--- src/rtl/hermes_switch_control_pkg.sv ---
// rtl/hermes_switch_control_pkg.sv - Hermes router port map, header field layout and XY routing
package hermes_pkg;

   localparam int NPORT = 5;

   typedef logic [2:0] port_t;

   typedef enum port_t {
      EAST  = 3'd0,
      WEST  = 3'd1,
      NORTH = 3'd2,
      SOUTH = 3'd3,
      LOCAL = 3'd4
   } port_e;

   typedef enum logic [1:0] {
      S_IDLE  = 2'd0,
      S_ROUTE = 2'd1,
      S_GRANT = 2'd2
   } state_e;

   localparam int HDR_X_LSB   = 8;
   localparam int HDR_Y_LSB   = 0;
   localparam int HDR_FIELD_W = 8;

   // Dimension-ordered routing: resolve X fully before Y, LOCAL when both match.
   function automatic port_t xy_route(input logic [15:0] hdr, input logic [15:0] addr);
      logic [HDR_FIELD_W-1:0] tx, ty, x, y;
      tx = hdr[HDR_X_LSB +: HDR_FIELD_W];
      ty = hdr[HDR_Y_LSB +: HDR_FIELD_W];
      x  = addr[HDR_X_LSB +: HDR_FIELD_W];
      y  = addr[HDR_Y_LSB +: HDR_FIELD_W];
      if (tx > x) return EAST;
      if (tx < x) return WEST;
      if (ty > y) return NORTH;
      if (ty < y) return SOUTH;
      return LOCAL;
   endfunction

endpackage

--- src/rtl/hermes_switch_control_if.sv ---
// rtl/hermes_switch_control_if.sv - input-buffer/crossbar side signals of the switch controller
interface hermes_switch_control_if #(
   parameter int NPORT     = 5,
   parameter int FLIT_SIZE = 32
);
   import hermes_pkg::*;

   localparam int PW = $bits(port_t);

   logic [NPORT-1:0]           req;
   logic [NPORT*FLIT_SIZE-1:0] header;
   logic [NPORT-1:0]           active;
   logic [NPORT-1:0]           req_ack;
   logic [NPORT*PW-1:0]        out_sel;
   logic [NPORT-1:0]           out_valid;
   logic [NPORT*PW-1:0]        in_sel;
   logic [NPORT-1:0]           out_busy;

   modport master (
      output req, header, active,
      input  req_ack, out_sel, out_valid, in_sel, out_busy
   );

   modport slave (
      input  req, header, active,
      output req_ack, out_sel, out_valid, in_sel, out_busy
   );

endinterface

--- src/rtl/hermes_switch_control_rr_arbiter.sv ---
// rtl/hermes_switch_control_rr_arbiter.sv - combinational round-robin pick, first requester after last_i
module hermes_rr_arbiter #(
   parameter int NPORT = 5
) (
   input  logic [NPORT-1:0]  req_i,
   input  hermes_pkg::port_t last_i,
   output logic              gnt_valid_o,
   output hermes_pkg::port_t gnt_idx_o
);
   import hermes_pkg::*;

   int cand;

   always_comb begin
      gnt_valid_o = 1'b0;
      gnt_idx_o   = '0;
      cand        = 0;
      for (int k = 1; k <= NPORT; k++) begin
         cand = (int'(last_i) + k) % NPORT;
         if (!gnt_valid_o && req_i[cand]) begin
            gnt_valid_o = 1'b1;
            gnt_idx_o   = port_t'(cand);
         end
      end
   end

endmodule

--- src/rtl/hermes_switch_control.sv ---
// rtl/hermes_switch_control.sv - Hermes router arbitration, XY routing and crossbar table control
module hermes_switch_control #(
   parameter int          NPORT     = 5,
   parameter int          FLIT_SIZE = 32,
   parameter logic [15:0] ADDRESS   = 16'h0000
) (
   input  logic                   clk_i,
   input  logic                   rst_ni,
   hermes_switch_control_if.slave bus
);
   import hermes_pkg::*;

   localparam int PW = $bits(port_t);

   state_e state_q, state_d;
   port_t  sel_q, sel_d;
   port_t  dir_q, dir_d;
   port_t  ptr_q, ptr_d;

   logic [NPORT-1:0]    out_valid_q, out_valid_d;
   logic [NPORT-1:0]    out_busy_q,  out_busy_d;
   logic [NPORT-1:0]    armed_q,     armed_d;
   logic [NPORT*PW-1:0] out_sel_q,   out_sel_d;
   logic [NPORT*PW-1:0] in_sel_q,    in_sel_d;

   logic        arb_valid;
   port_t       arb_idx;
   logic [15:0] sel_hdr;
   port_t       route_dir;

   hermes_rr_arbiter #(.NPORT(NPORT)) u_arb (
      .req_i       (bus.req),
      .last_i      (ptr_q),
      .gnt_valid_o (arb_valid),
      .gnt_idx_o   (arb_idx)
   );

   // Only the low 16 bits of the head flit carry the XY target.
   assign sel_hdr   = bus.header[int'(sel_q)*FLIT_SIZE +: 16];
   assign route_dir = xy_route(sel_hdr, ADDRESS);

   always_ff @(posedge clk_i or negedge rst_ni) begin
      if (!rst_ni) begin
         state_q     <= S_IDLE;
         sel_q       <= '0;
         dir_q       <= '0;
         ptr_q       <= port_t'(NPORT-1);
         out_valid_q <= '0;
         out_busy_q  <= '0;
         armed_q     <= '0;
         out_sel_q   <= '0;
         in_sel_q    <= '0;
      end else begin
         state_q     <= state_d;
         sel_q       <= sel_d;
         dir_q       <= dir_d;
         ptr_q       <= ptr_d;
         out_valid_q <= out_valid_d;
         out_busy_q  <= out_busy_d;
         armed_q     <= armed_d;
         out_sel_q   <= out_sel_d;
         in_sel_q    <= in_sel_d;
      end
   end

   // A blocked request moves the pointer to itself so the others get a turn first.
   always_comb begin
      state_d = state_q;
      sel_d   = sel_q;
      dir_d   = dir_q;
      ptr_d   = ptr_q;
      unique case (state_q)
         S_IDLE: begin
            if (arb_valid) begin
               sel_d   = arb_idx;
               state_d = S_ROUTE;
            end
         end
         S_ROUTE: begin
            if (!out_busy_q[route_dir]) begin
               dir_d   = route_dir;
               state_d = S_GRANT;
            end else begin
               ptr_d   = sel_q;
               state_d = S_IDLE;
            end
         end
         S_GRANT: begin
            ptr_d   = sel_q;
            state_d = S_IDLE;
         end
         default: state_d = S_IDLE;
      endcase
   end

   // Release needs one active cycle first, so a gap before the packet starts keeps the path.
   always_comb begin
      out_valid_d = out_valid_q;
      out_busy_d  = out_busy_q;
      armed_d     = armed_q;
      out_sel_d   = out_sel_q;
      in_sel_d    = in_sel_q;
      for (int i = 0; i < NPORT; i++) begin
         if (armed_q[i] && !bus.active[i]) begin
            out_valid_d[i]                       = 1'b0;
            out_busy_d[out_sel_q[i*PW +: PW]]    = 1'b0;
            armed_d[i]                           = 1'b0;
         end else if (out_valid_q[i] && bus.active[i]) begin
            armed_d[i] = 1'b1;
         end
      end
      if (state_q == S_GRANT) begin
         out_busy_d[dir_q]                 = 1'b1;
         in_sel_d[int'(dir_q)*PW +: PW]    = sel_q;
         out_sel_d[int'(sel_q)*PW +: PW]   = dir_q;
         out_valid_d[sel_q]                = 1'b1;
         armed_d[sel_q]                    = 1'b0;
      end
   end

   always_comb begin
      bus.req_ack = '0;
      if (state_q == S_GRANT) begin
         bus.req_ack[sel_q] = 1'b1;
      end
   end

   assign bus.out_sel   = out_sel_q;
   assign bus.out_valid = out_valid_q;
   assign bus.in_sel    = in_sel_q;
   assign bus.out_busy  = out_busy_q;

endmodule

--- src/flat_wrapper.sv ---
// flat-port wrapper written by rule: the top's interface ports become plain ports
module hermes_switch_control_flat import hermes_pkg::*;
#(
   parameter int          NPORT     = 5,
   parameter int          FLIT_SIZE = 32,
   parameter logic [15:0] ADDRESS   = 16'h0000
)
  (clk_i, rst_ni, bus_req, bus_header, bus_active, bus_req_ack, bus_out_sel, bus_out_valid, bus_in_sel, bus_out_busy);
  hermes_switch_control_if #(.NPORT(NPORT), .FLIT_SIZE(FLIT_SIZE)) bus_i ();
  input  logic clk_i;
  input  logic rst_ni;
  input wire logic [$bits(bus_i.req)-1:0] bus_req;
  input wire logic [$bits(bus_i.header)-1:0] bus_header;
  input wire logic [$bits(bus_i.active)-1:0] bus_active;
  output wire logic [$bits(bus_i.req_ack)-1:0] bus_req_ack;
  output wire logic [$bits(bus_i.out_sel)-1:0] bus_out_sel;
  output wire logic [$bits(bus_i.out_valid)-1:0] bus_out_valid;
  output wire logic [$bits(bus_i.in_sel)-1:0] bus_in_sel;
  output wire logic [$bits(bus_i.out_busy)-1:0] bus_out_busy;
  assign bus_i.req = bus_req;
  assign bus_i.header = bus_header;
  assign bus_i.active = bus_active;
  assign bus_req_ack = bus_i.req_ack;
  assign bus_out_sel = bus_i.out_sel;
  assign bus_out_valid = bus_i.out_valid;
  assign bus_in_sel = bus_i.in_sel;
  assign bus_out_busy = bus_i.out_busy;
  hermes_switch_control #(.NPORT(NPORT), .FLIT_SIZE(FLIT_SIZE), .ADDRESS(ADDRESS)) u_core (.clk_i(clk_i), .rst_ni(rst_ni), .bus(bus_i));
endmodule
--- config.mk ---
export PLATFORM = sky130hd
export DESIGN_NAME = hermes_switch_control_flat
export DESIGN_NICKNAME = d
export VERILOG_FILES = /design/src/rtl/hermes_switch_control_pkg.sv /design/src/rtl/hermes_switch_control_if.sv /design/src/rtl/hermes_switch_control_rr_arbiter.sv /design/src/rtl/hermes_switch_control.sv /design/src/flat_wrapper.sv
export SDC_FILE = /design/constraint.sdc
export NUM_CORES = 1
export LEC_CHECK = 0
export ABC_CLOCK_PERIOD_IN_PS = 6600
export CAP_MARGIN = 10
export CORE_AREA = 2 2 105 107
export CTS_BUF_LIST = sky130_fd_sc_hd__clkbuf_8
export DETAILED_ROUTE_END_ITERATION = 6
export DIE_AREA = 0 0 107 109
export HOLD_SLACK_MARGIN = 0.1
export PLACE_DENSITY = 0.82
export SLEW_MARGIN = 5
export SYNTH_ARGS = -nofsm -noshare
export SYNTH_HDL_FRONTEND = slang
export SYNTH_SLANG_ARGS = --single-unit
--- constraint.sdc ---
create_clock -name clk_i -period 6.6 [get_ports clk_i]
set_clock_uncertainty 0.15 [all_clocks]
set_input_delay 0.99 -clock clk_i [delete_from_list [all_inputs] [get_ports clk_i]]
set_output_delay 0.99 -clock clk_i [all_outputs]
set_load 0.05 [all_outputs]
Word-level counts from Yosys, hierarchy flattened:

Cells that the tools add are included.

* logic and storage cells: 196
* bits in registers: 56
* output and inout port bits: 45
* bits of input ports: 172

* divide/modulo/power cells: 5
* bitwise gates (word level): 15
* reductions and logical operators: 35
* multiplexer cells: 90
* $mul: 2
* add/subtract/negate cells: 7
* order comparisons: 24
* shift operators: 5
* equal/unequal tests: 4

Operators by type and width (count)
* $lt 32x5->1 const B: 5
* $mod 32x4->32 const B: 5
* $shiftx 160x9->16: 1
* $neg 32->33: 2
* $shift 3x33->15 const A: 2
* $shiftx 3x33->15: 2
* $mux 1: 48
* $mux 5: 9
* $mux 3: 14
* $lt 3x4->1 const B: 8
* $and 5x5->5: 6
* $bwmux 15: 2
* $not 5->5: 6
* $demux 1 s3: 7
* $ge 3x1->1 const B: 7
* $logic_and 1x1->1: 21
* $bmux 1 s3: 6
* $gt 8x1->1 const B: 2
* $lt 8x1->1 const B: 2
* $mul 3x2->5 const B: 2
* $or 5x5->5: 2
* $logic_not 1->1: 9
* $add 3x2->4 const B: 2
* $add 3x3->4 const B: 2
* other kinds (11): 15

Depth between registers and ports, before layout:

* depth in word-level cells: 20
* gate-level depth with buffers: 20
* depth with buffers taken out: 16

Hierarchy:

Synthesis repeated with hierarchy kept, for this count alone.

* cell total of the unflattened synthesis: 527
* area total of the unflattened synthesis: 4561.9 um^2

Modules (own cells, without submodules)
* hermes_switch_control: cells an instance 253, area each 2469.9 um^2, seq. area each 1102.3 um^2, instances 1
* hermes_rr_arbiter: cells an instance 274, area each 2092.0 um^2, seq. area each 0.0 um^2, instances 1

Least setup slack after synthesis:

OpenSTA, ideal clock, no wires.

* path kind: register -> register
* start point: register u_core.ptr_q[0]
* end point: register u_core.sel_q[1]
* library setup time: 0.129 ns
* period minus slack after synthesis: 4.837 ns
* arrival: 4.559 ns
* required time: 6.321 ns
* path slack: 1.763 ns
* cell stages (with the launch flop): 19
* path buffers: 3
* path through: dfrtp_1 > buf_2 > buf_4 > inv_1 > buf_1 > ha_1 > ha_1 > nor4b_1 > a211oi_2 > xnor2_1 > ha_1 > nand2b_1 > a2bb2oi_1 > or3_1 > a211o_1 > o311ai_4 > o41ai_4 > and2_1 > a31oi_1

* cells in the longest elaborated chain, start to end: 19
* elaborated cells between the ends (all ways): 44
* classes of those cells: 5 x add/sub; 5 x div; 25 x mux; 9 x reduce/logical

RTL lines
* start, declared: line hermes_switch_control.sv:18 `port_t ptr_q, ptr_d;`
* start signal, assigned: line hermes_switch_control.sv:47 `ptr_q <= port_t'(NPORT-1);`
* start signal, assigned: line hermes_switch_control.sv:57 `ptr_q <= ptr_d;`
* $add 3x1->4: line hermes_switch_control_rr_arbiter.sv:19 `cand = (int'(last_i) + k) % NPORT;`
* $mod 32x4->32: line hermes_switch_control_rr_arbiter.sv:19
* $bmux 1 s3: line hermes_switch_control_rr_arbiter.sv:20 `if (!gnt_valid_o && req_i[cand]) begin`
* $mux 1 (not written as such) (2 in series): line hermes_switch_control_rr_arbiter.sv:20
* $mux 1: line hermes_switch_control_rr_arbiter.sv:20
* $logic_not 1->1: line hermes_switch_control_rr_arbiter.sv:20
* $logic_and 1x1->1: line hermes_switch_control_rr_arbiter.sv:20
* $mux 1: line hermes_switch_control_rr_arbiter.sv:20
* [... 2 more ...]
* $mux 1: line hermes_switch_control_rr_arbiter.sv:20
* $logic_not 1->1: line hermes_switch_control_rr_arbiter.sv:20
* $logic_and 1x1->1: line hermes_switch_control_rr_arbiter.sv:20
* $mux 1: line hermes_switch_control_rr_arbiter.sv:20
* $logic_not 1->1: line hermes_switch_control_rr_arbiter.sv:20
* $logic_and 1x1->1: line hermes_switch_control_rr_arbiter.sv:20
* $mux 1: line hermes_switch_control_rr_arbiter.sv:20
* $reduce_and 2->1 (no line)
* end signal, assigned: line hermes_switch_control.sv:55 `sel_q <= sel_d;`
* end, declared: line hermes_switch_control.sv:16 `port_t sel_q, sel_d;`

Parallel ways exist; a longest one is shown, timed or not. The select of a mux whose other input is x is not followed.
A chain may end at the register's enable or synchronous reset.

Final worst setup path:

* start point: register u_core.ptr_q[1]
* end point: register u_core.sel_q[1]

Same word-level chain as after synthesis.

==> results.yml <==
route:
  firstDrtPassIters: 5
  wl_met1_um: 4965
  route.detailed.drc: 0
  antenna_left: 0
  routedWlPerCell_um: 16.41
  wl_um: 12570
  first_iter_violations: 171
  met3_length_um: 934
  met2WireLength_um: 6459
  top_layer: "met4"
  viasPerCell: 5.709
  via_count: 4373
cts:
  cts_inserted_buffers: 5
  clockRootBuffer: "clkbuf_8"
  clockBufferDepth: 2
  hold_buffers: 0
  clock_sinks: 44
  cts-resized-gates: 0
  htreeDepth: 2
  clk_pin_slew_ns: 0.08
  tritoncts: "yes"
  clk_latency_ns: 0.31
  post_cts_buffers: 0
critical_path:
  cp_num_cells: 15
  path_buf_inv: 3
  worst-setup-path-type: "reg -> reg"
  r2r_start: "u_core.ptr_q[1]"
  max_stage_delay_ns: 0.67
  worstSetupEndpointType: "register"
  critPathMaxFanout: 12
  startpoint: "u_core.ptr_q[1]"
  required_ns: 6.68
  rr_worst_depth: 15
  crit_family: "compound AO/OA/AOI/OAI gates"
  crit_path_frequent_cell: "inv_1"
  startpoint_type: "register"
  path_cells: "inv_1, ha_1, xnor2_1, a21oi_1, o2bb2ai_1, inv_1, ha_1, inv_1, a31oi_1, o31ai_1, a311o_1, o2bb2ai_2, or2_1, a2111o_1, a31oi_1"
  worstPathArrival_ns: 4.90
  cp_slowest_cell: "dfrtp_1"
timing:
  finalHoldViolations: 0
  fmax_mhz: 207.2
  slew_headroom_pct: 36.10
  holdWs_ns: 0.2289
  worst_slack_ns: 1.774
  final.min_clock_period_ns: 4.826
  rsz0062_at_grt: "no"
  fin_tns_setup_ns: 0
  worstMarginPinSlew_ns: 0.9586
  fin_crit_sh_pct: 73.13
  setup_viol: 0
  final_max_slew_viol_count: 0
layout:
  design_area_um2: 5741
  fin_util_pct: 54.14
  drive_above_1_share_pct: 7.508
  fin_nets: 830
  area_growth_pct: 31.84
  final_cell_count_no_fill: 766
  antenna_cells: 0
yosys:
  synth_ff_type: "dfrtp_1"
  synthTopCellsByCount: "46 x nand2_1, 43 x dfrtp_1, 34 x nor2_1"
  synthTopCellsByArea: "dfrtp_1 25%, ha_1 9.5%, nand2_1 4.0%, nor4_1 3.4%, a21oi_1 3.1%"
  synth_cell_type_count: 86
  synthCells: 514
  synth_top_area_share_pct: 24.71
  yosysWarningCount: 0
  async_flop_share_pct: 100.0
  synth_edf_count: 0
  ys_ff_latch: 44
  netlist_area_um2: 4354
  yosysTopAreaCell: "dfrtp_1"
  ys_seq_area_share_pct: 25.32
  synth_area_per_cell_um2: 8.471
  yosys.cell_count.top_type: "nand2_1"
worst_hold_path:
  hold_class: "reg -> reg"
  holdPathStages: 0
  worstHoldStart: "u_core.bus.out_busy[3]"
floorplanning:
  dieArea_um2: 11660
  core_area_um2: 10600
  fp-row-count: 38
  die_height_um: 109
  start_util_pct: 41.07
  io_pins: 217
  die_w_um: 107
global_routing:
  grt_max_degree: 45
  track_usage_pct: 21.28
  overflow: 0
  grt_pass1_vias: 4203
  antenna_found_initial: 0
  grt_pass1_wl_um: 20070
outcome:
  status: "finished, final reports clean"
job:
  maxCapViolCount: 0
placed_design:
  dp_hpwl_um: 9734
  port_buffers: 125
  routabilityCongestion: 0.8721
  placed_cell_area_um2: 5643
  dpl.cell_count: 758
  pre_cts_slack_ns: 1.824
power:
  p_per_area_nw_per_um2: 529.3
  power.total_mw: 3.039
  ir_drop_v: 0.0003883
  p_leak_nw: 2.371
[state kept, by name, summed over array words and instances, names as in the netlist]
| register | count |
|---|---|
| u_core.armed_q | 5 |
| u_core.bus.in_sel | 9 |
| u_core.bus.out_busy | 5 |
| u_core.bus.out_sel | 10 |
| u_core.bus.out_valid | 5 |
| u_core.dir_q | 2 |
| u_core.ptr_q | 3 |
| u_core.sel_q | 3 |
| u_core.state_q | 2 |
[logic make-up (layout without fill, tap and decap cells)]
group	count (synthesis)	count (layout)	share of synthesized area [%]
XOR/XNOR	9	9	2.414
buffers and inverters	58	160	6.666
adder cells (fa/ha/maj)	33	33	9.483
AO/OA/AOI/OAI	153	153	27.36
AND/OR/NAND/NOR	199	199	24.57
multiplexers	17	17	4.109
other	1	11	0.08612
flip-flops	44	44	25.32
[area by class of cell]
| cell class | count | area [µm²] |
|---|---|---|
| fillers | 942 | 4862 |
| multi-input cells | 422 | 2999 |
| repair buffers | 130 | 1284 |
| flip-flops and latches | 44 | 1102 |
| well taps | 140 | 175.2 |
| clock buffers | 6 | 82.58 |
| inverters | 22 | 82.58 |
| clock inverters | 2 | 15.01 |
[final timing paths]
| kind | to | slack (ns) |
|---|---|---|
| min reg2reg | u_core.bus.out_busy[3] | 0.23 |
| min in group asynchronous | u_core.bus.out_busy[4] | 0.68 |
| max reg2reg | u_core.sel_q[1] | 1.77 |
| min | u_core.bus.out_busy[3] | 0.23 |
| max in group asynchronous | u_core.ptr_q[0] | 5.03 |
| max | u_core.sel_q[1] | 1.77 |
[metal layers]
metal,vias up,GRT usage [%]
met1,2048,24.01
met4,0,5.102
li1,2147,-
met3,16,3.527
met5,-,0
met2,162,41.54
[layout by cell type (no fill, tap or decap), types with 6 or more instances in the layout]
master,n
a21o_1,9
a21oi_1,27
clkdlybuf4s50_1,124
nand4_1,9
nand2_1,46
o31ai_1,6
nor3_1,11
mux2i_1,10
mux2_2,7
nor2_1,34
nor4_1,24
a211oi_1,6
inv_1,18
nor2b_1,6
nand2b_1,13
conb_1,11
clkbuf_8,6
a22o_1,11
ha_1,33
o21ai_0,22
xnor2_1,7
nand3_1,23
dfrtp_1,43
[power breakdown]
group	internal [mW]	switching (mW)
Clock	0.0847	0.0939
Sequential	0.353	0.106
Combinational	0.949	1.45
Power figures use the tool's default switching activity.
==> variant, RTL diff (same settings) <==
Set the package constant `HDR_FIELD_W` to 6 (it was 8).
--- a/src/rtl/hermes_switch_control_pkg.sv
+++ b/src/rtl/hermes_switch_control_pkg.sv
@@ -21,7 +21,7 @@
 
    localparam int HDR_X_LSB   = 8;
    localparam int HDR_Y_LSB   = 0;
-   localparam int HDR_FIELD_W = 8;
+   localparam int HDR_FIELD_W = 6;
 
    // Dimension-ordered routing: resolve X fully before Y, LOCAL when both match.
    function automatic port_t xy_route(input logic [15:0] hdr, input logic [15:0] addr);
Formal check against the unedited RTL: not equivalent (Yosys sat finds a counterexample within 4 cycles, from zero or initial values and one cycle with rst_ni low).
==> variant against the unedited design <==
Worst setup slack worse by 430 ps; largest power group unchanged; fmax is 8.2% lower; synthesized area is 2.3% lower; synthesized cell count is 1.9% lower; total power is 13% higher; design area is 4.7% lower; first-iteration DRC count is 77% higher; sequential share of layout area is 0.94 points higher; routed wire length is 6.9% lower; clock power is 12% higher; sequential cell count stayed put; sequential power is 15% higher.
==> variant: results (changes against the unedited design) <==
largest_reg_flops: 10  # unchanged
yosysWarnings: 0  # unchanged
clk_pin_slew_worst_paths_ps: 80  # about the same
wirelength_um: 11700  # -6.9%
antenna_cells: 0  # unchanged
dp.cells: 730  # -3.7%
place_area_um2: 5360  # -4.9%
drive_gt1_share_pct: 8.03  # +0.52 points
r2r-start: "u_core.ptr_q[1]$_DFFE_PN0P_"
grt_pass1_wl_um: 19100  # -4.6%
gp_congestion: 0.919  # +5.4%
grt_use_met3_pct: 1.97  # -1.6 points
grt_pass1_vias: 4093  # -2.6%
dr_wl_met2_um: 6140  # -5.0%
critical_path_peak_fanout: 14  # +2
synthCells: 504  # -1.9%
status: "finished, final reports clean"
synthTopCellsByCount: "49 x nor2_1, 43 x dfrtp_1, 43 x nand2_1"
clk_latency_ps: 300
ys.flop_type: "dfrtp_1"
via_count: 4292  # -1.9%
final_hold_viol_count: 0  # unchanged
port_buffers: 105  # -16%
wl_met3_um: 589  # -37%
cpLargestDelayFamily: "compound AO/OA/AOI/OAI gates"
highest_layer: "met4"
ctsResizeCount: 0  # unchanged
finalNonFillerCells: 738  # -3.7%
final_nets: 802  # -3.4%
synth_area_leaders: "dfrtp_1 25%, ha_1 9.7%, nor2_1 4.3%"
yosysSeqAreaShare_pct: 25.9  # +0.59 points
cts_inserted_buffers: 5  # unchanged
drt-pass1-iter-count: 5  # unchanged
grt_start_max_net_pins: 45  # unchanged
tightest_slew_ps: 956  # -3.05 ps
dp_hpwl_um: 9050  # -7.0%
drt_iter0_markers: 303  # +77%
vdd_drop_max_uv: 373  # -4.0%
hp-start: "u_core.bus.out_busy[1]$_DFF_PN0_"
fillers: 968  # +2.8%
wl_met1_um: 4800  # -3.4%
track_usage_pct: 19.7  # -1.6 points
hold_class: "reg2reg"
grtUsageMet2_pct: 36.9  # -4.7 points
cts-root-buf: "clkbuf_8"
cts.path.max_buffers: 2  # unchanged
htreeDepth: 2  # unchanged
p_leak_nw: 2.31  # -2.6%
cts_setup_buffers: 0  # unchanged
antenna_found_initial: 0  # unchanged
critPathArrivalTime_ps: 5280  # +380 ps
synth-async-reset-ratio_pct: 100  # unchanged
cp_slowest_stage_delay_ps: 700  # +30 ps
synth.distinct_cells: 81  # -5.8%
global_route.usage.met1_pct: 24.3  # +0.26 points
criticalPathCategory: "reg2reg"
pre_cts_ws_ps: 1450  # -371 ps
## variant: cell families (layout without fill, tap and decap cells)
kind of cell | after synthesis | count (layout) | share of synthesized area, %
flip-flops | 44 | 44 | 25.9
AO/OA/AOI/OAI | 154 | 154 | 27.3
adder cells (fa/ha/maj) | 33 | 33 | 9.70
XOR/XNOR | 11 | 11 | 2.62
buffers and inverters | 57 | 141 | 6.26
other | 1 | 11 | 0.0881
multiplexers | 22 | 22 | 6.59
AND/OR/NAND/NOR | 182 | 182 | 21.6
## variant: path summary, 6_finish.rpt
kind / depth (start not counted) / endpoint / slack (ps)
min in group asynchronous: 1 / u_core.bus.out_valid[3]$_DFF_PN0_ / 680
max: 14 / u_core.sel_q[2]$_DFFE_PN0P_ / 1340
max reg2reg: 14 / u_core.sel_q[2]$_DFFE_PN0P_ / 1340
min: 0 / u_core.bus.out_busy[1]$_DFF_PN0_ / 230
max in group asynchronous: 1 / u_core.bus.in_sel[14]$_DFFE_PN0P_ / 5020
min reg2reg: 0 / u_core.bus.out_busy[1]$_DFF_PN0_ / 230
## variant: where the power goes
group	switching [W]	total [W]	internal, W
Clock	0.0000887	0.000200	0.000111
Sequential	0.000168	0.000530	0.000362
Combinational	0.00162	0.00271	0.00109
Total	0.00187	0.00344	0.00157
## variant: cell type report
type | instances | area [um^2] | share of cell area [%]
Clock buffer | 5 | 68.8 | 1.26
Clock inverter | 3 | 38.8 | 0.709
Inverter | 25 | 93.8 | 1.72
Multi-Input combinational cell | 413 | 2920 | 53.4
Sequential cell | 44 | 1100 | 20.1
Tap cell | 140 | 175 | 3.20
Timing Repair Buffer | 108 | 1070 | 19.5
